===== config.mk =====
export PLATFORM = sky130hd
export DESIGN_NAME = alu16_reg
export DESIGN_NICKNAME = d
export VERILOG_FILES = /design/src/rtl/alu16_reg.sv
export SDC_FILE = /design/constraint.sdc
export NUM_CORES = 1
export LEC_CHECK = 0
export CORE_MARGIN = 5
export CORE_UTILIZATION = 51
export DETAILED_ROUTE_END_ITERATION = 6
export GPL_ROUTABILITY_DRIVEN = 0
export HOLD_SLACK_MARGIN = 0.05
export PLACE_DENSITY = 0.82
export SLEW_MARGIN = 20
export SYNTH_ARGS = -nofsm -noshare
export SYNTH_HDL_FRONTEND = slang
export SYNTH_SLANG_ARGS = --single-unit

===== constraint.sdc =====
create_clock -name clk -period 2.9 [get_ports clk]
set_input_delay 0.58 -clock clk [delete_from_list [all_inputs] [get_ports clk]]
set_output_delay 0.58 -clock clk [all_outputs]
set_load 0.05 [all_outputs]

===== src/rtl/alu16_reg.sv =====
// rtl/alu16_reg.sv - 8-function registered ALU with carry-in and zero/negative flags
module alu16_reg #(
   parameter int WIDTH = 16
) (
   input  logic             clk,
   input  logic             rst,
   input  logic [WIDTH-1:0] A,
   input  logic [WIDTH-1:0] B,
   input  logic             C,
   input  logic [2:0]       opcode,
   output logic [WIDTH-1:0] W,
   output logic             zero,
   output logic             negative
);

   logic [WIDTH-1:0] w_d, w_q;
   logic             zero_d, zero_q;
   logic             negative_d, negative_q;
   logic [WIDTH-1:0] c_ext;

   // Carry/borrow-out is discarded, so arithmetic simply wraps at WIDTH bits.
   always_comb begin
      w_d   = '0;
      c_ext = {{(WIDTH-1){1'b0}}, C};
      case (opcode)
         3'b000: w_d = A + B + c_ext;
         3'b001: w_d = A - B - c_ext;
         3'b010: w_d = A & B;
         3'b011: w_d = A | B;
         3'b100: w_d = A ^ B;
         3'b101: w_d = ~A;
         3'b110: w_d = {C, A[WIDTH-1:1]};
         3'b111: w_d = B;
      endcase
      zero_d     = (w_d == '0);
      negative_d = w_d[WIDTH-1];
   end

   always_ff @(posedge clk) begin
      if (rst) begin
         w_q        <= '0;
         zero_q     <= 1'b1;
         negative_q <= 1'b0;
      end else begin
         w_q        <= w_d;
         zero_q     <= zero_d;
         negative_q <= negative_d;
      end
   end

   assign W        = w_q;
   assign zero     = zero_q;
   assign negative = negative_q;

endmodule


# Word-level counts from Yosys, hierarchy flattened
# Cells that the tools add are included.
# classes
add_sub_neg	4
eq_ne	7
bitwise	4
reduce_logical	2
muxes	1
# op_table
op	count
16-bit case mux with 8 select lines	1
16-bit by 1-bit adder with 16-bit output	1
16-bit adder	1
16-bit bitwise AND	1
16-bit zero test	1
16-bit NOT	1
16-bit bitwise OR	1
16-bit by 1-bit subtractor with 16-bit output	1
16-bit subtractor	1
16-bit bitwise XOR	1
3-bit == test (second input constant)	4
3-bit by 2-bit == test with 1-bit output (second input constant)	2
3-bit by 1-bit == test with 1-bit output (second input constant)	1
3-bit zero test	1
# word_totals
reg_bits	18
elab_cells	21
out_inout_bits	18
input_bits	38

# Logic depth before layout (Yosys ltp)
# Gate-level depths: netlist of the first run.
# depth
ltp_word	4
mapped_depth	13
depth_no_buf	12

# Worst setup path after synthesis of the first run
# No wires, ideal clock.
# synth_path
path_kind	input -> register
from	in A[0]
to	reg zero_q (netlist: zero)
path_buffers	0
required_ns	2.816
path_stages	11
slack_ns	-0.188
t_arrival_ns	3.004
setup_time_ns	0.084
cell_sequence	inv_1 -> fa_1 -> fa_1 -> and2b_1 -> o221a_2 -> o2111ai_2 -> nand3b_2 -> mux2i_1 -> a221o_1 -> nand4bb_1 -> o31ai_2
# synth_between
elab_chain_cells	4
word_cells_on_any_way	10
cone_classes	add/sub (4); mux (1); bitwise (4); reduce/logical (1)
# synth_lines
element	line_no	source
from (decl)	7	input logic [WIDTH-1:0] A,
16-bit subtractor or 16-bit adder (tied branches)	27, 26	
16-bit by 1-bit subtractor with 16-bit output or 16-bit by 1-bit adder with 16-bit output (tied branches)	27, 26	
16-bit case mux with 8 select lines *	25	case (opcode)
16-bit zero test *	35	zero_d = (w_d == '0);
to (signal assigned)	46	zero_q <= zero_d;
to (decl)	17	logic zero_d, zero_q;
# Mark *: on every way between the ends. The rest lies on a longest branch, timed or not.
# A chain may end at the register's enable or synchronous reset.

# Worst setup path in the final report of the first run
# layout_path
from	in B[6]
to	reg zero_q (netlist: zero)
# layout_between
elab_chain_cells	4
word_cells_on_any_way	9
cone_classes	add/sub (4); mux (1); bitwise (3); reduce/logical (1)
# layout_lines
element	line_no	source
from (decl)	8	input logic [WIDTH-1:0] B,
16-bit subtractor or 16-bit adder (tied branches)	27, 26	
16-bit by 1-bit subtractor with 16-bit output or 16-bit by 1-bit adder with 16-bit output (tied branches)	27, 26	
16-bit case mux with 8 select lines *	25	
16-bit zero test *	35	
# Marks and branches as above.

==> results of run 1 <==
==> final cells by class <==
cell class | instances | area, um^2
Sequential cell | 17 | 340
Tap cell | 99 | 124
Inverter | 54 | 210
Clock buffer | 4 | 45.0
Multi-Input combinational cell | 404 | 3580
Timing Repair Buffer | 217 | 1770
Fill cell | 411 | 1180
==> sequential cells by signal, summed over array words and instances, names as in the netlist <==
signal  count
zero        1
W          16
==> stage by stage <==
step           cell area, um^2  hold WS (ps)  std cells
2_1_floorplan             3850           649        498
4_1_cts                   6010          1150        792
3_5_place_dp              5520          1390        779
3_3_place_gp              5520          1390        779
6_report                  6070          1160        795
5_1_grt                   6070          1180        795
==> cell usage in the layout (no fill, tap or decap), types with 9 or more instances in the layout <==
cell type	synthesis	layout
o21ai_0	23	20
a21oi_1	34	31
ha_4	0	24
nand3_1	17	15
dfxtp_1	17	17
nor3_1	9	9
ha_1	60	33
inv_2	1	31
inv_1	53	21
buf_4	4	157
a21o_1	10	10
nor2_1	37	37
clkdlybuf4s50_1	0	27
dlygate4sd2_1	0	22
mux2i_1	12	12
nand2b_1	11	10
nand2_1	36	34
==> worst max path at each step <==
| stage | from | cells past startpoint | slack, ps | to |
|---|---|---|---|---|
| 6_report | B[6] | 12 | -170 | zero |
| 5_1_grt | B[6] | 12 | -220 | zero |
| 4_1_cts | A[0] | 13 | 0.7 | zero |
| 3_5_place_dp | C | 13 | -1050 | zero |
| 3_3_place_gp | C | 13 | -780 | zero |
| 2_1_floorplan | C | 11 | -3 | zero |
==> metal layers <==
| layer | global-route usage, % | vias to the layer above | routed length [um] |
|---|---|---|---|
| met4 | 18.6 | 2 | 945 |
| met5 | 0 | - | 13 |
| met3 | 7.74 | 140 | 1880 |
| met2 | 57.6 | 410 | 7390 |
| met1 | 38.4 | 2308 | 5700 |
| li1 | - | 2198 | - |
==> worst max-delay path, cell delays in order <==
cell	delay, ps
dlygate4sd2_1	250
inv_2	70
ha_4	270
buf_4	140
a21oi_1	220
a21boi_1	190
o22ai_1	280
mux2i_1	350
nand3_1	140
a211oi_1	310
nand4_1	190
o31ai_2	240
==> cells by family after synthesis <==
family	share of synthesized area [%]
compound gates	26.3
flops	8.97
xor+xnor	3.23
simple gates	22.0
mux	8.81
fa+ha+maj	21.9
buf+inv	8.81
==> where the power goes <==
group / switching (mW) / total [mW] / internal [mW]
sequential: 0.00617 / 0.264 / 0.258
combinational: 0.785 / 1.49 / 0.704
clock: 0.0682 / 0.165 / 0.0972
==> timing repair <==
action,in CTS,in global routing
setup endpoints to repair,13,3
buffers inserted,9,3
pin swaps,38,17
resized for setup,134,10
endpoints found under the hold margin,0,0
==> summary.txt, run 1 <==
cell taking the most area after synthesis -> ha_1
Commonest cells post-synth -> 60 x ha_1, 53 x inv_1, 37 x nor2_1
Hold Crit Start -> rst
WL final -> 15900 um
first-pass GRT wire length -> 24200 um
pre-CTS setup slack -> -1050 ps
Req. time, crit path -> 3060 ps
CTS Sinks -> 17
fin. max-slew vios -> 0
Area Overhead vs Synth -> 60.2%
Tcrit/Tclk final -> 106%
DRT Pass-1 Iters -> 7
Hold EP -> W[4]
max_cap viols -> 0
hold crit path type -> input port to register
crit end category -> register
final antenna-violating net count -> 0
violated checks -> negative setup slack
Die X -> 96.2 um
final setup fails -> 1
prevailing post-synth register cell -> dfxtp_1
initial core utilization -> 52.3%
Power Total -> 1.92 mW
Synth Area per Inst -> 7.62 um^2
ys async rst share -> 0%
cts-stage hold buffer count -> 0
H-tree Lvls -> 1
detailed-route via count -> 5058
clk buf depth -> 2
Synth Register Bits -> 17
Via-to-Cell Ratio -> 6.36
IO Port Bufs -> 55
power density over the cells -> 316 nW/um^2
Die H -> 96.2 um
nets -> 799
Post-Synthesis Cells -> 498
post-layout minimum cycle time -> 3070 ps
syn nets -> 600
share of cells above drive strength 1 -> 40.2%
Arr. time, crit path -> 3230 ps
std cell rows -> 31
CTS root buffer -> clkbuf_8
Setup TNS -> -168 ps
DP HPWL -> 11000 um
LEAKAGE -> 2.78 nW
Core Footprint -> 7250 um^2
sequential cell area fraction in the yosys report -> 8.97%
diodes inserted -> 0
largest net degree at the start of global routing -> 20
initial DRC count -> 679
Final Core Density -> 83.8%
top post-synthesis cells by area -> ha_1 20%, dfxtp_1 9.0%, inv_1 5.2%
Clock transition at path regs -> 60 ps
maximum fanout along the worst path -> 3
Final WS setup -> -168 ps
die area -> 9260 um^2
WHS Path Cells -> 2
Highest Clock Rate -> 326 MHz
Yosys top cell area share -> 19.8%
Final Hold Viols -> 0
RSZ-0062 raised after global routing -> yes
Mapped Area -> 3790 um^2
average routed wire per standard cell -> 20.0 um
CTS Buf Count -> 3
critical path class -> input port to register
vias in the first global route -> 5061
Slew @ Worst Pin -> 607 ps
initial antenna violation count -> 1
startpoint types -> input port
outcome -> finished, violations left
Post-synth EDFFs -> 0
CTS tree -> yes
DRC Markers -> 0
number of distinct library cells after synthesis -> 80
total grt overflow -> 0
Yosys warning count -> 0
GR Util All Layers -> 33.7%
most frequent cell after synthesis -> ha_1
worst rel slew slack -> 59.4%
worst vdd ir -> 0.141 mV
Ports -> 56
(Power assumes the default switching activity.)
==> inputs of run 2 (changes only) <==
--- a/config.mk
+++ b/config.mk
@@ -7,10 +7,11 @@
 export LEC_CHECK = 0
 export CORE_MARGIN = 5
 export CORE_UTILIZATION = 51
+export CTS_CLUSTER_DIAMETER = 100
 export DETAILED_ROUTE_END_ITERATION = 6
 export GPL_ROUTABILITY_DRIVEN = 0
 export HOLD_SLACK_MARGIN = 0.05
-export PLACE_DENSITY = 0.82
+export PLACE_DENSITY = 0.79
 export SLEW_MARGIN = 20
 export SYNTH_ARGS = -nofsm -noshare
 export SYNTH_HDL_FRONTEND = slang
==> run 2 against run 1 <==
The run ends with design-rule violations, negative setup slack left. Routed wire length increased by 13%. Critical path depth did not move. Final area rose by 1.8%. Flip-flop and latch count is the same. Sequential power hardly changed. Non-clock buffer count up 7. Global-route usage increased by 1.3 points. Maximum frequency is 3.6% lower. Critical endpoint unchanged. Largest cell class unchanged. Highest routed layer is now met4.
==> summary.txt, run 2 (synthesis results as in run 1) <==
outcome -> finished, violations left
violated checks -> design-rule violations, negative setup slack
final setup fails -> 3 (+2)
std cell rows -> 31 (unchanged)
pre-CTS setup slack -> -944 ps (+108 ps)
most frequent cells in the layout -> 166 x buf_4, 35 x nor2_1, 35 x nand2_1
power density over the cells -> 322 nW/um^2 (+1.9%)
hold crit path type -> input port to register
clk buf depth -> 2 (unchanged)
Power Total -> 1.99 mW (+3.7%)
initial antenna violation count -> 0 (-1)
Via-to-Cell Ratio -> 6.72 (+5.6%)
DRT Pass-1 Iters -> 7 (unchanged)
average routed wire per standard cell -> 22.3 um (+12%)
max_cap viols -> 0 (unchanged)
Tcrit/Tclk final -> 110% (+3.9 points)
CTS tree -> yes
nets -> 806 (+0.88%)
RSZ-0062 raised after global routing -> yes
DRC Markers -> 12 (+12)
Area Overhead vs Synth -> 63.1%
Largest register FFs -> 16 (unchanged)
initial DRC count -> 961 (+42%)
maximum fanout along the worst path -> 3 (unchanged)
CTS Sinks -> 17 (unchanged)
Req. time, crit path -> 3060 ps (about the same)
first-pass GRT wire length -> 25400 um (+5.1%)
worst rel slew slack -> 60.5% (+1.0 points)
Slew @ Worst Pin -> 591 ps (-15.7 ps)
WHS Path Cells -> 5 (+3)
Ports -> 56 (unchanged)
Final WS setup -> -283 ps (-115 ps)
IO Port Bufs -> 55 (unchanged)
commonest non-fill, non-tap cell in the layout -> buf_4
WL final -> 17900 um (+13%)
detailed-route via count -> 5388 (+6.5%)
Final Hold Viols -> 0 (unchanged)
CTS Buf Count -> 3 (unchanged)
H-tree Lvls -> 1 (unchanged)
share of cells above drive strength 1 -> 42.7% (+2.4 points)
largest net degree at the start of global routing -> 31 (+55%)
initial core utilization -> 52.3% (unchanged)
total grt overflow -> 0 (unchanged)
Highest Clock Rate -> 314 MHz (-3.6%)
vias in the first global route -> 5126 (+1.3%)
Die X -> 96.2 um (unchanged)
Clock transition at path regs -> 60 ps (about the same)
diodes inserted -> 0 (unchanged)
worst vdd ir -> 0.139 mV (-1.1%)
fin. max-slew vios -> 0 (unchanged)
GR Util All Layers -> 35.0% (+1.3 points)
Core Footprint -> 7250 um^2 (unchanged)
crit end category -> register
cts-stage hold buffer count -> 0 (unchanged)
die area -> 9260 um^2 (unchanged)
startpoint types -> input port
Arr. time, crit path -> 3340 ps (+110 ps)
final antenna-violating net count -> 0 (unchanged)
CTS root buffer -> clkbuf_8
LEAKAGE -> 2.83 nW (+1.8%)
critical path class -> input port to register
DP HPWL -> 10600 um (-3.6%)
Die H -> 96.2 um (unchanged)
worst hold slack -> 1170 ps (+4.29 ps)
post-layout minimum cycle time -> 3180 ps (+115 ps)
Setup TNS -> -381 ps (-212 ps)
==> run 2: cell count changes in the layout (fill, tap and decap cells not counted), sizes merged <==
cell / delta
clkdlybuf4s50: -2
dlygate4sd2: -1
dlymetal6s2s: +2
buf: +7
clkbuf: +1
==> run 2: worst paths after layout <==
path	start	endpoint	slack [ps]
max	B[2]	zero	-280
min	opcode[0]	W[8]	1170
==> run 2: metrics by stage <==
step | cell area (um^2) | std cells | utilization, %
floorplan | 3850 | 498 | -
global placement | 5510 | 777 | 75.9
detailed placement | 5510 | 777 | 75.9
CTS | 6020 | 797 | 83.0
global route | 6190 | 802 | 85.3
finish | 6190 | 802 | 85.3
==> run 2: critical path: stages <==
cell,delay (ps)
dlygate4sd2_1,300
buf_4,170
ha_1,230
or2_1,300
o221a_4,270
buf_4,140
o22ai_1,210
mux2i_1,380
nand3_1,180
a211oi_2,220
nand4_1,140
o31ai_2,220
==> run 2: power breakdown <==
group | internal, mW | switching (mW) | total (mW) | leakage (nW)
sequential | 0.258 | 0.00602 | 0.264 | 0.142
combinational | 0.721 | 0.840 | 1.56 | 2.67
clock | 0.0970 | 0.0675 | 0.165 | 0.0228
==> run 2: layout make-up <==
class,count,area [um^2]
Tap cell,99,124
Multi-Input combinational cell,404,3650
Inverter,54,208
Timing Repair Buffer,224,1820
Clock buffer,4,45.0
Sequential cell,17,340
Fill cell,363,1070
==> run 2: metal layers <==
layer | routed length [um] | track usage, % | part of all wire [%]
met1 | 5840 | 40.4 | 33
met5 | 0 | 0 | 0
met3 | 2620 | 8.76 | 15
met4 | 1600 | 19.1 | 8.9
met2 | 7870 | 58.8 | 44
==> run 2: what timing repair did <==
item	4_1_cts	5_1_grt
setup endpoints to repair	12	5
buffers inserted	16	5
pin swaps	34	18
gates resized for setup	125	32
cloned	0	0
==> inputs of run 3 (changes only) <==
--- a/config.mk
+++ b/config.mk
@@ -5,11 +5,11 @@
 export SDC_FILE = /design/constraint.sdc
 export NUM_CORES = 1
 export LEC_CHECK = 0
+export CORE_ASPECT_RATIO = 1.75
 export CORE_MARGIN = 5
 export CORE_UTILIZATION = 51
 export CTS_CLUSTER_DIAMETER = 100
 export DETAILED_ROUTE_END_ITERATION = 6
-export GPL_ROUTABILITY_DRIVEN = 0
 export HOLD_SLACK_MARGIN = 0.05
 export PLACE_DENSITY = 0.79
 export SLEW_MARGIN = 20
==> run 3 against run 2 <==
Hold slack better by 4.4 ps. Global-route usage fell by 2.0 points. Largest cell class unchanged. Utilization rose by 1.7 points. Power grew 3.7%. Critical endpoint unchanged. The run ends with negative setup slack left. Maximum frequency is 4.0% higher.
==> summary.txt, run 3 (synthesis results as in run 1) <==
vias in the first global route -> 5050 (-1.5%)
initial DRC count -> 428 (-55%)
sequential power share -> 12.9% (-0.4 points)
CTS Sinks -> 17 (unchanged)
violated checks -> negative setup slack
final antenna-violating net count -> 0 (unchanged)
NetSw -> 0.881 mW (-3.7%)
CTS Buf Count -> 3 (unchanged)
Sw Ratio -> 42.7% (-3.3 points)
Setup TNS -> -161 ps (+220 ps)
Final WS setup -> -161 ps (+122 ps)
nets -> 815 (+1.1%)
WHS Path Cells -> 5 (unchanged)
combinational power share -> 73.9% (-4.6 points)
outcome -> finished, violations left
GR Util All Layers -> 33.0% (-2.0 points)
Finished Cell Area -> 6290 um^2 (+1.7%)
WL final -> 15900 um (-11%)
CP max-delay cell -> fa_2
hold crit path type -> input port to register
first-pass GRT wire length -> 23800 um (-6.5%)
multi-input logic area -> 3650 um^2 (about the same)
Slew @ Worst Pin -> 746 ps (+155 ps)
commonest non-fill, non-tap cell in the layout -> buf_4
worst rel slew slack -> 50.1% (-10 points)
Tcrit/Tclk final -> 106% (-4.2 points)
DRC Markers -> 0 (-12)
max_cap viols -> 0 (unchanged)
CTS tree -> yes
most frequent cells in the layout -> 170 x buf_4, 36 x nor2_1, 34 x nand2_1
initial antenna violation count -> 1 (+1)
initial core utilization -> 52.4% (+0.14 points)
average routed wire per standard cell -> 19.9 um (-11%)
Arr. time, crit path -> 3220 ps (-120 ps)
Final Hold Viols -> 0 (unchanged)
Core Footprint -> 7230 um^2 (-0.28%)
H-tree Lvls -> 1 (unchanged)
fill cell count -> 420 (+16%)
worst vdd ir -> 0.250 mV (+79%)
critical path class -> input port to register
CTS root buffer -> clkbuf_16
Clock transition at path regs -> 50 ps (about the same)
std cell rows -> 41 (+32%)
Highest Clock Rate -> 327 MHz (+4.0%)
final setup fails -> 1 (-2)
RSZ-0062 raised after global routing -> yes
Ports -> 56 (unchanged)
top cell family by delay on the critical path -> compound AO/OA/AOI/OAI gates
Buf/Inv on CP -> 4 (+1)
Die H -> 124 um (+29%)
worst hold slack -> 1170 ps (+4.36 ps)
worst path cell trace -> buf_6 > inv_6 > fa_2 > inv_2 > fa_2 > buf_6 > o211ai_2 > a21oi_2 > a211o_1 > o211ai_1 > mux2i_1 > a221o_1 > nand4bb_1 > o31ai_2
Register Area -> 340 um^2 (unchanged)
DRT Pass-1 Iters -> 5 (-2)
largest net degree at the start of global routing -> 24 (-23%)
Largest register FFs -> 16 (unchanged)
LEAKAGE -> 2.93 nW (+3.2%)
crit end category -> register
DP HPWL -> 11400 um (+7.7%)
power density over the cells -> 328 nW/um^2 (+2.0%)
die area -> 9330 um^2 (+0.74%)
internal power -> 1.18 mW (+10%)
crit-path max cell delay -> 400 ps (+20 ps)
clock group share of total power -> 13.3% (+5.0 points)
gpl congestion -> 0.943
Area Overhead vs Synth -> 65.9%
maximum fanout along the worst path -> 3 (unchanged)
dpl cell area -> 5600 um^2 (+1.7%)
share of cells above drive strength 1 -> 42.1% (-0.54 points)
fin. max-slew vios -> 0 (unchanged)
Power Total -> 2.06 mW (+3.7%)
post-layout minimum cycle time -> 3060 ps (-122 ps)
clk buf depth -> 2 (unchanged)
Final Core Density -> 87.0% (+1.7 points)
Via-to-Cell Ratio -> 6.19 (-7.8%)
Hold Crit Start -> A[2]
Req. time, crit path -> 3060 ps (about the same)
Die X -> 75.2 um (-22%)
startpoint types -> input port
total grt overflow -> 0 (unchanged)
detailed-route via count -> 4948 (-8.2%)
Hold EP -> W[1]
IO Port Bufs -> 55 (unchanged)
[run 3: power by group through the flow]
stage               combinational, mW  sequential, mW  clock [mW]
global route                     1.60           0.267       0.289
global placement                 1.23           0.269           0
floorplan                       0.624           0.356           0
finish                           1.52           0.265       0.274
CTS                              1.38           0.266       0.273
detailed placement               1.26           0.271           0
[run 3: what timing repair did]
action / 4_1_cts / 5_1_grt
hold buffers: 0 / 0
buffers inserted: 9 / 6
gates resized for setup: 109 / 41
pin swaps: 31 / 24
cloned: 0 / 0
setup endpoints to repair: 14 / 5
[run 3: stage by stage]
step | std cells | setup slack (ps)
global placement | 780 | -822
global route | 799 | -273
floorplan | 498 | -3.00
finish | 799 | -161
CTS | 793 | -67.5
detailed placement | 780 | -942
[run 3: cell type report]
type | instances | share of cell area, %
flip-flops and latches | 17 | 5.41
well taps | 86 | 1.71
diodes | 1 | 0.0398
inverters | 54 | 3.30
clock buffers | 3 | 1.19
multi-input cells | 404 | 57.9
repair buffers | 233 | 30.3
clock inverters | 1 | 0.0795
[run 3: worst min-delay path, delay by kind of cell]
kind                   cells  cell delay (ps)
buffers and inverters      3              520
AOI/OAI and AO/OA          2              280
[run 3: worst max path at each step]
stage | start | end | slack, ps | cells past startpoint
4_1_cts | C | zero | -70 | 14
2_1_floorplan | C | zero | -3 | 11
3_3_place_gp | C | zero | -820 | 13
6_report | A[0] | zero | -160 | 14
3_5_place_dp | C | zero | -940 | 13
5_1_grt | A[0] | zero | -270 | 13
[run 3: metal layers]
layer | wire [um] | global-route usage (%)
met5 | 0 | 0
met4 | 1150 | 20.4
met3 | 1190 | 4.04
met2 | 8050 | 58.7
met1 | 5510 | 35.6
